$ cat config.mk
export PLATFORM = sky130hd
export DESIGN_NAME = scoreboard_ctrl
export DESIGN_NICKNAME = d
export VERILOG_FILES = /design/src/rtl/scoreboard_ctrl.sv
export SDC_FILE = /design/constraint.sdc
export NUM_CORES = 1
export LEC_CHECK = 0
export BUFFER_PORTS_ARGS = -buffer_cell sky130_fd_sc_hd__buf_2
export CAP_MARGIN = 10
export CORE_MARGIN = 2
export CORE_UTILIZATION = 50
export CTS_BUF_LIST = sky130_fd_sc_hd__clkbuf_4 sky130_fd_sc_hd__clkbuf_8 sky130_fd_sc_hd__clkbuf_16
export DETAILED_ROUTE_END_ITERATION = 16
export GPL_ROUTABILITY_DRIVEN = 1
export MAX_ROUTING_LAYER = met4
export PLACE_DENSITY = 0.69
export SLEW_MARGIN = 10
export SYNTH_ARGS = -nofsm -noshare
export SYNTH_HDL_FRONTEND = slang
export SYNTH_SLANG_ARGS = --single-unit
$ cat constraint.sdc
create_clock -name clk -period 2.1 [get_ports clk]
set_clock_uncertainty 0.2 [all_clocks]
set_input_delay 0.315 -clock clk [delete_from_list [all_inputs] [get_ports clk]]
set_output_delay 0.315 -clock clk [all_outputs]
set_load 0.01 [all_outputs]
$ cat src/rtl/scoreboard_ctrl.sv
// rtl/scoreboard_ctrl.sv - N-player BCD score keeper, win detect and blinking 7-segment driver
module scoreboard_ctrl #(
    parameter int NUM_PLAYERS    = 2,
    parameter int DIGITS         = 2,
    parameter int WIN_SCORE      = 11,
    parameter int BLINK_DIV      = 25_000_000,
    parameter int ACTIVE_LOW_SEG = 1,
    parameter int BLANK_LZ       = 1,
    localparam int WID = (NUM_PLAYERS > 1) ? $clog2(NUM_PLAYERS) : 1
) (
    input  logic                            clk,
    input  logic                            resetn,
    input  logic                            clear,
    input  logic                            enable,
    input  logic [NUM_PLAYERS-1:0]          point,
    output logic [NUM_PLAYERS*DIGITS*4-1:0] score_bcd,
    output logic [NUM_PLAYERS*DIGITS*7-1:0] segments,
    output logic                            gameover,
    output logic [WID-1:0]                  winner
);

    localparam int SW = DIGITS * 4;
    localparam int BW = $clog2(10 ** DIGITS);
    localparam int CW = $clog2(BLINK_DIV);
    localparam logic [BW-1:0] WIN_B    = BW'(WIN_SCORE);
    localparam logic [BW-1:0] MAX_B    = BW'(10 ** DIGITS - 1);
    localparam logic [CW-1:0] DIV_LAST = CW'(BLINK_DIV - 1);

    typedef enum logic {ST_PLAY, ST_OVER} state_t;

    // Patterns are built active-low and flipped at the very end for common-cathode boards.
    function automatic logic [6:0] seg_pol(input logic [6:0] pat);
        return (ACTIVE_LOW_SEG != 0) ? pat : ~pat;
    endfunction

    function automatic logic [6:0] seg_enc(input logic [3:0] b);
        logic [6:0] p;
        case (b)
            4'd0:    p = 7'b100_0000;
            4'd1:    p = 7'b111_1001;
            4'd2:    p = 7'b010_0100;
            4'd3:    p = 7'b011_0000;
            4'd4:    p = 7'b001_1001;
            4'd5:    p = 7'b001_0010;
            4'd6:    p = 7'b000_0010;
            4'd7:    p = 7'b111_1000;
            4'd8:    p = 7'b000_0000;
            4'd9:    p = 7'b001_1000;
            default: p = 7'h7F;
        endcase
        return p;
    endfunction

    // All-zero score display: units show "0", higher digits blank when leading zeros are hidden.
    function automatic logic [NUM_PLAYERS*DIGITS*7-1:0] seg_reset_val();
        logic [NUM_PLAYERS*DIGITS*7-1:0] v;
        v = '0;
        for (int i = 0; i < NUM_PLAYERS; i++) begin
            for (int d = 0; d < DIGITS; d++) begin
                v[(i*DIGITS+d)*7 +: 7] = seg_pol((BLANK_LZ != 0 && d > 0) ? 7'h7F : 7'h40);
            end
        end
        return v;
    endfunction

    localparam logic [NUM_PLAYERS*DIGITS*7-1:0] SEG_RST = seg_reset_val();

    // BCD +1 with digit carries; an all-nines score holds instead of rolling over.
    function automatic logic [SW-1:0] bcd_inc(input logic [SW-1:0] v);
        logic [SW-1:0] r;
        logic          carry;
        logic          all9;
        r     = v;
        carry = 1'b1;
        all9  = 1'b1;
        for (int d = 0; d < DIGITS; d++) begin
            all9 = all9 && (v[d*4 +: 4] == 4'd9);
        end
        for (int d = 0; d < DIGITS; d++) begin
            if (carry) begin
                if (r[d*4 +: 4] == 4'd9) begin
                    r[d*4 +: 4] = 4'd0;
                end else begin
                    r[d*4 +: 4] = r[d*4 +: 4] + 4'd1;
                    carry       = 1'b0;
                end
            end
        end
        return all9 ? v : r;
    endfunction

    state_t                          state_q, state_d;
    logic [WID-1:0]                  winner_q, winner_d;
    logic [NUM_PLAYERS*SW-1:0]       score_q, score_d;
    logic [BW-1:0]                   bin_q [NUM_PLAYERS];
    logic [BW-1:0]                   bin_d [NUM_PLAYERS];
    logic [CW-1:0]                   cnt_q, cnt_d;
    logic                            phase_q, phase_d;
    logic [NUM_PLAYERS*DIGITS*7-1:0] seg_q, seg_d;

    logic           hit;
    logic [WID-1:0] win_idx;
    logic           lz;
    logic [3:0]     dig;
    logic [6:0]     pat;

    // State, score, blink and segment registers.
    always_ff @(posedge clk or negedge resetn) begin
        if (!resetn) begin
            state_q  <= ST_PLAY;
            winner_q <= '0;
            score_q  <= '0;
            for (int i = 0; i < NUM_PLAYERS; i++) begin
                bin_q[i] <= '0;
            end
            cnt_q    <= '0;
            phase_q  <= 1'b0;
            seg_q    <= SEG_RST;
        end else begin
            state_q  <= state_d;
            winner_q <= winner_d;
            score_q  <= score_d;
            for (int i = 0; i < NUM_PLAYERS; i++) begin
                bin_q[i] <= bin_d[i];
            end
            cnt_q    <= cnt_d;
            phase_q  <= phase_d;
            seg_q    <= seg_d;
        end
    end

    // Next-state: clear wins over everything; scoring and win detect in PLAY, blink timing in OVER.
    always_comb begin
        state_d  = state_q;
        winner_d = winner_q;
        score_d  = score_q;
        bin_d    = bin_q;
        cnt_d    = cnt_q;
        phase_d  = phase_q;
        hit      = 1'b0;
        win_idx  = '0;
        if (clear) begin
            state_d  = ST_PLAY;
            winner_d = '0;
            score_d  = '0;
            for (int i = 0; i < NUM_PLAYERS; i++) begin
                bin_d[i] = '0;
            end
            cnt_d    = '0;
            phase_d  = 1'b0;
        end else begin
            case (state_q)
                ST_PLAY: begin
                    if (enable) begin
                        for (int i = 0; i < NUM_PLAYERS; i++) begin
                            if (point[i]) begin
                                score_d[i*SW +: SW] = bcd_inc(score_q[i*SW +: SW]);
                                if (bin_q[i] != MAX_B) begin
                                    bin_d[i] = bin_q[i] + 1'b1;
                                end
                            end
                        end
                    end
                    // Scan downwards so the lowest winning index is the one kept.
                    for (int i = NUM_PLAYERS - 1; i >= 0; i--) begin
                        if (bin_q[i] == WIN_B) begin
                            hit     = 1'b1;
                            win_idx = WID'(i);
                        end
                    end
                    if (hit) begin
                        state_d  = ST_OVER;
                        winner_d = win_idx;
                    end
                end
                ST_OVER: begin
                    if (cnt_q == DIV_LAST) begin
                        cnt_d   = '0;
                        phase_d = ~phase_q;
                    end else begin
                        cnt_d = cnt_q + 1'b1;
                    end
                end
                default: state_d = ST_PLAY;
            endcase
        end
    end

    // Segment image from the registered scores, with leading-zero and winner-blink blanking.
    always_comb begin
        seg_d = '0;
        lz    = 1'b0;
        dig   = '0;
        pat   = '0;
        for (int i = 0; i < NUM_PLAYERS; i++) begin
            lz = 1'b1;
            for (int d = DIGITS - 1; d >= 0; d--) begin
                dig = score_q[(i*DIGITS+d)*4 +: 4];
                lz  = lz && (dig == 4'd0);
                pat = seg_enc(dig);
                if (BLANK_LZ != 0 && d > 0 && lz) begin
                    pat = 7'h7F;
                end
                if (state_q == ST_OVER && phase_q && winner_q == WID'(i)) begin
                    pat = 7'h7F;
                end
                seg_d[(i*DIGITS+d)*7 +: 7] = seg_pol(pat);
            end
        end
    end

    assign score_bcd = score_q;
    assign segments  = seg_q;
    assign gameover  = (state_q == ST_OVER);
    assign winner    = winner_q;

endmodule

# Yosys cells after proc, flatten, opt, wreduce, memory -nomap -nowiden
# Memories as Yosys holds them, arrays and structs flattened.
# Index checks and enable logic that the tools add are counted.
word_totals:
  memories: 4
  rom_bits: 448
  reg_bits: 86
memory_table:
  columns: ["name", "depth", "width", "read_ports", "rd_ports_with_merged_regs", "wr", "line", "rtl"]
  rows:
  - ["(no name shown)", 16, 7, 1, 0, 0, "38", "case (b)"]
  - ["(no name shown)", 16, 7, 1, 0, 0, "38", null]
  - ["(no name shown)", 16, 7, 1, 0, 0, "38", null]
  - ["(no name shown)", 16, 7, 1, 0, 0, "38", null]
op_classes:
  reduce_logical: 25
  n_bitwise: 2
  eq_ne: 12
  muxes: 53
  add_sub_neg: 7
ops:
  columns: ["cell", "n"]
  rows:
  - ["$mux 25", 3]
  - ["$mux 7", 10]
  - ["$mux 16", 3]
  - ["$mux 14", 3]
  - ["$mux 8", 4]
  - ["$add 25x1->25 const B", 1]
  - ["$eq 25x25->1 const B", 1]
  - ["$mux 1", 24]
  - ["$mux 4", 6]
  - ["$reduce_bool 2->1", 10]
  - ["$add 4x1->4 const B", 4]
  - ["$eq 4x4->1 const B", 4]
  - ["$reduce_and 4->1", 4]
  - ["$add 7x1->7 const B", 2]
  - ["$eq 7x4->1 const B", 2]
  - ["$ne 7x7->1 const B", 2]
  - ["$reduce_and 5->1", 2]
  - ["$logic_not 4->1", 2]
  - ["$ne 2x2->1 const B", 3]
  - ["$logic_and 1x1->1", 5]
  - ["$reduce_and 2->1", 2]
  - ["$not 1->1", 2]

# Logic depth before layout (Yosys ltp)
# Gate-level depths: netlist of the first run.
depth:
  ltp_word: 12
  mapped_depth: 8
  ltp_nobuf: 7

# Worst setup path before layout of the first run
# OpenSTA, ideal clock, no wires.
synth_path:
  path_kind: "reg-to-reg"
  from: "register cnt_q[11]"
  to: "register cnt_q[7]"
  t_arrival_ps: 1691
  stages_incl_launch_ff: 6
  setup_time_ps: 122
  t_required_ps: 1778
  slack_ps: 87
  period_less_slack_ps: 2013
  cell_sequence: "dfrtp_1 > nand4_2 > or4_4 > nor4_4 > o21ai_1 > a32o_1"
synth_via:
  elab_chain_cells: 4
synth_rtl:
  columns: ["element", "line", "rtl"]
  rows:
  - ["from (decl)", "97", "logic [CW-1:0] cnt_q, cnt_d;"]
  - ["from (signal assigned)", "126", "cnt_q <= cnt_d;"]
  - ["$eq 25x25->1", "177", "if (cnt_q == DIV_LAST) begin"]
  - ["$mux 25", "177", null]
  - ["$mux 25", "152", "case (state_q)"]
  - ["$mux 25", "142", "if (clear) begin"]
# Every way passes these cells. The select of a mux whose other input is x is not followed.
# A chain may end at the register's enable or synchronous reset.

# Final worst setup path of the first run
layout_path:
  from: "register cnt_q[20]"
  to: "register cnt_q[7]"
# Same word-level chain as after synthesis.

==> results of run 1 <==
==> state kept, by name, summed over array words and instances (netlist names) <==
name,count
segments,28
winner,1
bin_q,14
cnt_q,25
gameover,1
score_bcd,16
phase_q,1
==> metal layers <==
layer  wire length (um)  vias up  part of all wire, %
met5                  0        -                    0
met4                 96        0                 0.92
met3                442        8                  4.2
met2               5079       96                   49
met1               4821     1898                   46
li1                   -     1925                    -
==> stage by stage <==
step,cells,instance area (um2),util [%],hold slack [ps],setup WS [ps]
6_report,697,5589,61.07,126.5,8.512
5_1_grt,697,5589,61.07,135.4,-96.09
4_1_cts,696,5539,60.52,119.3,2.764
3_5_place_dp,678,5291,57.81,86.88,-48.25
3_3_place_gp,678,5291,57.81,77.00,24.92
2_1_floorplan,500,4667,-,-180.6,87.05
==> cell type report <==
type                            count  area, um2  area share, %
Sequential cell                    86       2173          38.89
Timing Repair Buffer               93      604.3          10.81
Clock inverter                      5      83.83          1.500
Clock buffer                       11      138.9          2.485
Inverter                           16      60.06          1.075
Tap cell                          111      138.9          2.485
Multi-Input combinational cell    375       2390          42.76
==> critical path, delay by kind of cell (launching register included) <==
kind	cells	cell delay, ps
AO/OA/AOI/OAI	1	220
buffers and inverters	1	170
flip-flops	1	380
AND/OR/NAND/NOR	4	1000
==> worst max-delay path by stage <==
stage                endpoint  slack (ps)  cells after the start      start
global placement     cnt_q[7]          20                      5  cnt_q[16]
global route         cnt_q[7]        -100                      6  cnt_q[20]
CTS                  cnt_q[7]           3                      6   cnt_q[8]
detailed placement  cnt_q[18]         -50                      5  cnt_q[16]
floorplan            cnt_q[7]          90                      5  cnt_q[11]
finish               cnt_q[7]           9                      6  cnt_q[20]
==> synthesized netlist by cell type (3+ instances only) <==
master | count | area, um2
nand2b_1 | 6 | 37.54
nand2_1 | 23 | 86.33
dfstp_2 | 16 | 420.4
or2_2 | 4 | 25.02
or3_1 | 3 | 18.77
xor2_1 | 23 | 201.4
nor3_1 | 8 | 40.04
nor2_1 | 78 | 292.8
nand3_1 | 23 | 115.1
and3_1 | 14 | 87.58
xnor2_1 | 9 | 78.83
a31oi_1 | 4 | 25.02
ha_1 | 23 | 287.8
a32o_1 | 5 | 50.05
clkbuf_1 | 19 | 71.32
dfrtp_1 | 70 | 1752
nor4_1 | 6 | 37.54
nor2b_1 | 5 | 31.28
buf_2 | 3 | 15.01
nand4_1 | 12 | 75.07
nand3b_1 | 7 | 52.55
and3b_1 | 5 | 43.79
nor4b_1 | 3 | 26.28
inv_1 | 14 | 52.55
a21oi_1 | 34 | 170.2
and2_1 | 5 | 31.28
nor3b_1 | 6 | 45.04
a31o_2 | 4 | 35.03
o21ai_0 | 35 | 175.2
==> power groups by stage <==
stage,clock (mW),sequential [mW],combinational (mW)
after floorplan,0,1.74,0.0791
after global placement,0,1.72,0.193
after detailed placement,0,1.72,0.197
after CTS,1.33,1.69,0.199
after global routing,1.40,1.69,0.223
final,1.30,1.69,0.196
==> repair_timing <==
item,CTS,global route
buffers inserted,1,1
gates cloned,0,0
pin swaps,1,10
gates resized for setup,2,9
endpoints found under the hold margin,15,0
endpoints found under the setup margin,6,21
hold buffers,1,0
==> cell families (layout without fill, tap and decap cells) <==
group                    Yosys count  after routing  synth area share, %
AO/OA/AOI/OAI                    100            100                12.92
XOR/XNOR                          32             32                6.005
adder cells (fa/ha/maj)           23             23                6.166
buffers and inverters             39            125                3.217
flip-flops                        86             86                46.54
multiplexers                       2              2               0.4290
AND/OR/NAND/NOR                  218            218                24.72
==> flow_metrics.py, run 1 <==
metrics = {
    "status": {
        "status": "finished clean",
    },
    "power_and_ir_drop": {
        "power_mw": 3.189,
        "p_per_area_nw_per_um2": 570.5,
        "max-vdd-ir-drop_mv": 0.3084,
        "switching_power_mw": 0.7374,
        "swShare_pct": 23.13,
        "pwr-share-comb_pct": 6.2,
        "pwr-share-seq_pct": 53.0,
        "p_clk_share_pct": 40.8,
        "leakagePower_nw": 2.581,
        "power.internal_mw": 2.451,
    },
    "route": {
        "drt_iter0_markers": 233,
        "wl_um": 10440,
        "vias": 3927,
        "drc_errors": 0,
        "dr.pass1.iters": 4,
        "drt-vias-per-instance": 5.634,
        "ant_nets": 0,
        "drt-wirelength-per-cell_um": 14.98,
    },
    "clock_network": {
        "cts_tree": "yes",
        "numCtsBuffers": 9,
        "clkTransAtPathRegs_ps": 90,
        "clock_latency_ps": 350,
        "clock_path_buffers": 2,
        "cts-root-buf": "clkbuf_8",
        "clock_sinks": 86,
        "htree_levels": 3,
    },
    "sta": {
        "setup_viol": 0,
        "rsz0062_at_grt": "true",
        "slew_headroom_pct": 69.88,
        "finalCritPeriodShare_pct": 99.59,
        "final.setup.tns_ps": 0,
        "slew_violations": 0,
        "worst_pin_slew_ps": 449.7,
        "hold_viol": 0,
        "finalWorstPathRequiredPeriod_ps": 2091,
        "max_clock_freq_ghz": 0.4781,
    },
    "worst_setup_path": {
        "arrival_ps": 2120,
        "crit_type": "register to register",
        "path_max_fanout": 6,
        "ff2ff_setup_slack_ps": 9,
        "reg2reg_from": "cnt_q[20]",
        "crit_slowest_cell": "or4_4",
        "crit_path_start_kind": "register",
        "cp_data_required_time_ps": 2130,
        "ff2ff_path_depth": 6,
        "regToRegEndpoint": "cnt_q[7]",
        "critPathMaxStageDelay_ps": 560,
        "crit_chain": "nand3_2 -> or4_4 -> nor4_4 -> buf_6 -> nor2_4 -> a32o_1",
        "cp-end-kind": "register",
    },
    "placement": {
        "portBuffers": 51,
        "hpwl_um": 7326,
        "finalWeightedCongestion": 0.8925,
    },
    "floorplan": {
        "io_pins": 52,
        "die_y_um": 100.6,
        "rows": 35,
        "initial_core_util_pct": 50.99,
        "core_um2": 9153,
        "die_w_um": 100.6,
        "fp.dieArea_um2": 10120,
    },
    "grt": {
        "grtUsageMet3_pct": 3.259,
        "grt_busiest_layer": "met2",
        "antenna_found_initial": 0,
        "grtUsageMet2_pct": 35.95,
        "grt_pass1_vias": 3722,
        "grtUsageTotal_pct": 22.12,
        "grt_max_degree": 34,
        "grt_overflow_total": 0,
        "met1_usage_pct": 28.67,
        "grt_pass1_wl_um": 17570,
    },
    "layout": {
        "fin_nets": 610,
        "nFillCells": 792,
        "diodes": 0,
        "syn2layout_area_growth_pct": 19.76,
        "final_cell_mix": "78 x nor2_1, 69 x dfrtp_1, 50 x buf_2",
        "mostFrequentLayoutCell": "nor2_1",
        "drive_above_1_share_pct": 25.09,
    },
    "worst_hold_path": {
        "min_path_cells": 2,
        "min_path_type": "input pin to register",
        "whs_endpoint": "bin_q[3]",
        "worstHoldStart": "clear",
    },
    "synth": {
        "synth.avg_cell_area_um2": 9.334,
        "netlist_area_um2": 4667,
        "synth-edff-count": 0,
        "synthCells": 500,
        "synth_ff_type": "dfrtp_1",
        "async_flop_share_pct": 100.0,
        "synth_cell_types": 57,
        "yosysSeqAreaShare_pct": 46.54,
        "ys_ff_latch": 86,
        "synth_warnings": 0,
        "syn_nets": 529,
    },
    "flow_run": {
        "drv_cap": 0,
    },
}
Note: power is estimated with default switching activity, not from simulation.
==> inputs of run 2 (changes only) <==
Settings changed: ABC_AREA set to 1, PLACE_DENSITY 0.69 to unset, PLACE_DENSITY_LB_ADDON set to 0.1.
==> run 2 against run 1 <==
Compared with the run above: routed wire length increased by 8.0%; critical endpoint is now cnt_q[17]; worst setup slack improved by 250 ps; hold slack got worse by 38 ps; global-route usage increased by 0.86 points.
==> flow_metrics.py, run 2 <==
metrics = {
    "power_and_ir_drop": {
        "swShare_pct": 29.93,
        "p_clk_share_pct": 31.9,
        "switching_power_mw": 1.138,
        "pwr-share-comb_pct": 17.7,
        "p_per_area_nw_per_um2": 678.5,
        "leakagePower_nw": 2.588,
        "pwr-share-seq_pct": 50.4,
        "max-vdd-ir-drop_mv": 0.3251,
        "power.internal_mw": 2.665,
    },
    "worst_setup_path": {
        "crit_type": "register to register",
        "path_max_fanout": 8,
        "ff2ff_path_depth": 8,
        "crit_chain": "ha_1 -> nand3_1 -> nor2_4 -> nand2_1 -> nor2_2 -> nor2_2 -> nand3_1 -> nand2_1",
        "regToRegEndpoint": "cnt_q[17]",
        "reg2reg_from": "cnt_q[0]",
        "cp-end-kind": "register",
        "crit_slowest_cell": "dfrtp_1",
        "ff2ff_setup_slack_ps": 260,
        "crit_path_start_kind": "register",
        "critPathMaxStageDelay_ps": 410,
        "arrival_ps": 1960,
        "cp_data_required_time_ps": 2220,
    },
    "clock_network": {
        "post_cts_buffers": 0,
        "clock_path_buffers": 2,
        "clkTransAtPathRegs_ps": 90,
        "clock_sinks": 86,
        "cts-root-buf": "clkbuf_8",
        "numCtsBuffers": 9,
        "cts_tree": "yes",
        "clock_latency_ps": 380,
        "htree_levels": 3,
    },
    "synth": {
        "synth_warnings": 0,
        "synth.avg_cell_area_um2": 7.646,
        "netlist_top_cells_count": "183 x nand2_1, 87 x nor2_1, 70 x dfrtp_1",
        "synthTopCellsByArea": "dfrtp_1 35%, nand2_1 14%, dfstp_2 8.4%, nor2_1 6.6%, ha_1 5.8%",
        "ys_ff_latch": 86,
        "synth_most_common_cell": "nand2_1",
        "synth_top_area_share_pct": 35.19,
        "netlist_area_um2": 4977,
        "synth_top_area_cell": "dfrtp_1",
        "syn_nets": 680,
        "yosysSeqAreaShare_pct": 43.64,
        "synth_cell_types": 32,
        "synth_ff_type": "dfrtp_1",
        "synthCells": 651,
        "synth-edff-count": 0,
        "async_flop_share_pct": 100.0,
    },
    "layout": {
        "multi_input_area_um2": 2482,
        "fin_nets": 740,
        "diodes": 0,
        "drive_above_1_share_pct": 17.88,
        "syn2layout_area_growth_pct": 12.62,
        "final_cell_mix": "183 x nand2_1, 87 x nor2_1, 70 x dfrtp_1",
        "post-route-cell-area_um2": 5605,
        "largest_register_ffs": 28,
        "regArea_um2": 2172,
        "nFillCells": 949,
        "mostFrequentLayoutCell": "nand2_1",
    },
    "grt": {
        "grtUsageTotal_pct": 22.98,
        "grt_pass1_wl_um": 19570,
        "grt_overflow_total": 0,
        "grt_pass1_vias": 4208,
        "antenna_found_initial": 0,
        "grt_max_degree": 57,
    },
    "flow_run": {
        "drv_cap": 0,
    },
    "sta": {
        "setup_viol": 0,
        "final.setup.tns_ps": 0,
        "finalCritPeriodShare_pct": 87.49,
        "max_clock_freq_ghz": 0.5443,
        "worst_slack_ps": 262.7,
        "rsz0062_at_grt": "false",
        "slew_violations": 0,
        "worst_pin_slew_ps": 382.4,
        "finalWorstPathRequiredPeriod_ps": 1837,
        "hold_viol": 0,
        "slew_headroom_pct": 74.31,
    },
    "placement": {
        "place_ws_ps": 275.9,
        "finalWeightedCongestion": 0.9034,
        "hpwl_um": 8260,
        "portBuffers": 51,
        "placed_cell_area_um2": 5391,
    },
    "route": {
        "drt_iter0_markers": 238,
        "dr.pass1.iters": 5,
        "drt-vias-per-instance": 5.110,
        "drt-wirelength-per-cell_um": 13.28,
        "vias": 4338,
        "ant_nets": 0,
        "wl_um": 11280,
        "drc_errors": 0,
    },
    "floorplan": {
        "rows": 36,
        "core_um2": 9729,
        "fp.dieArea_um2": 10770,
        "die_w_um": 103.8,
        "die_y_um": 103.8,
        "initial_core_util_pct": 51.16,
        "io_pins": 52,
    },
    "status": {
        "status": "finished clean",
    },
    "worst_hold_path": {
        "worstHoldStart": "clear",
        "min_path_cells": 4,
        "min_path_type": "input pin to register",
        "whs_endpoint": "gameover",
    },
}
[run 2: cell types whose count changed after synthesis, moves of 14 or more]
cell | before | now
clkbuf_1 | 19 | 0
nand3_1 | 23 | 53
a21oi_1 | 34 | 16
nand2_1 | 23 | 183
and3_1 | 14 | 0
xor2_1 | 23 | 8
inv_1 | 14 | 61
[run 2: worst max-delay path by stage]
| stage | start | to | slack (ps) | depth (start not counted) |
|---|---|---|---|---|
| after floorplan | score_bcd[5] | score_bcd[4] | 410 | 8 |
| final | cnt_q[0] | cnt_q[17] | 260 | 8 |
| after global placement | score_bcd[5] | score_bcd[4] | 330 | 8 |
| after global routing | score_bcd[13] | score_bcd[10] | 70 | 9 |
| after detailed placement | score_bcd[5] | score_bcd[4] | 280 | 8 |
| after CTS | score_bcd[5] | score_bcd[5] | 270 | 8 |
[run 2: layout make-up]
cell class,instances,area share [%]
tap,133,2.969
sequential,86,38.75
clock inverter,5,1.049
clock buffer,11,2.589
multi-input combinational,489,44.29
inverter,68,4.687
timing repair buffer,57,5.670
[run 2: critical path, delay by kind of cell, from the launching register on]
kind / cells / cell delay [ps]
DFF: 1 / 410
and+or+nand+nor: 7 / 900
adders and majority gates: 1 / 290
[run 2: cell families (layout without fill, tap and decap cells)]
family / after synthesis / in the layout / share of synthesized area (%)
AND/OR/NAND/NOR: 383 / 383 / 34.26
flip-flops: 86 / 86 / 43.64
buffers and inverters: 76 / 141 / 6.486
AO/OA/AOI/OAI: 69 / 69 / 7.365
adder cells (fa/ha/maj): 23 / 23 / 5.782
XOR/XNOR: 14 / 14 / 2.464
[run 2: per-stage QoR]
| stage | hold slack (ps) | total power, mW | util, % | std cells |
|---|---|---|---|---|
| 6_report | 88.24 | 3.804 | 57.61 | 849 |
| 3_3_place_gp | -54.42 | 2.604 | 55.41 | 832 |
| 5_1_grt | 114.8 | 4.005 | 57.61 | 849 |
| 4_1_cts | 86.80 | 3.835 | 57.61 | 849 |
| 2_1_floorplan | -180.6 | 2.352 | - | 651 |
| 3_5_place_dp | -52.18 | 2.621 | 55.41 | 832 |
[run 2: repair_timing]
item,CTS,global route
setup endpoints to repair,0,0
gates resized for setup,0,0
hold endpoints to repair,75,0
hold buffers,1,0
[run 2: layer usage]
metal,vias up,GRT usage (%),wire [um]
met4,0,9.266,209
met2,93,35.90,5259
met5,-,-,0
li1,2200,-,-
met3,18,3.713,419
met1,2027,30.13,5389
[run 2: power by group through the flow]
stage | clock, mW | combinational [mW] | sequential, mW
after global routing | 1.31 | 0.766 | 1.93
after detailed placement | 0 | 0.675 | 1.95
after floorplan | 0 | 0.348 | 2.00
after CTS | 1.24 | 0.682 | 1.92
after global placement | 0 | 0.661 | 1.94
final | 1.21 | 0.674 | 1.92
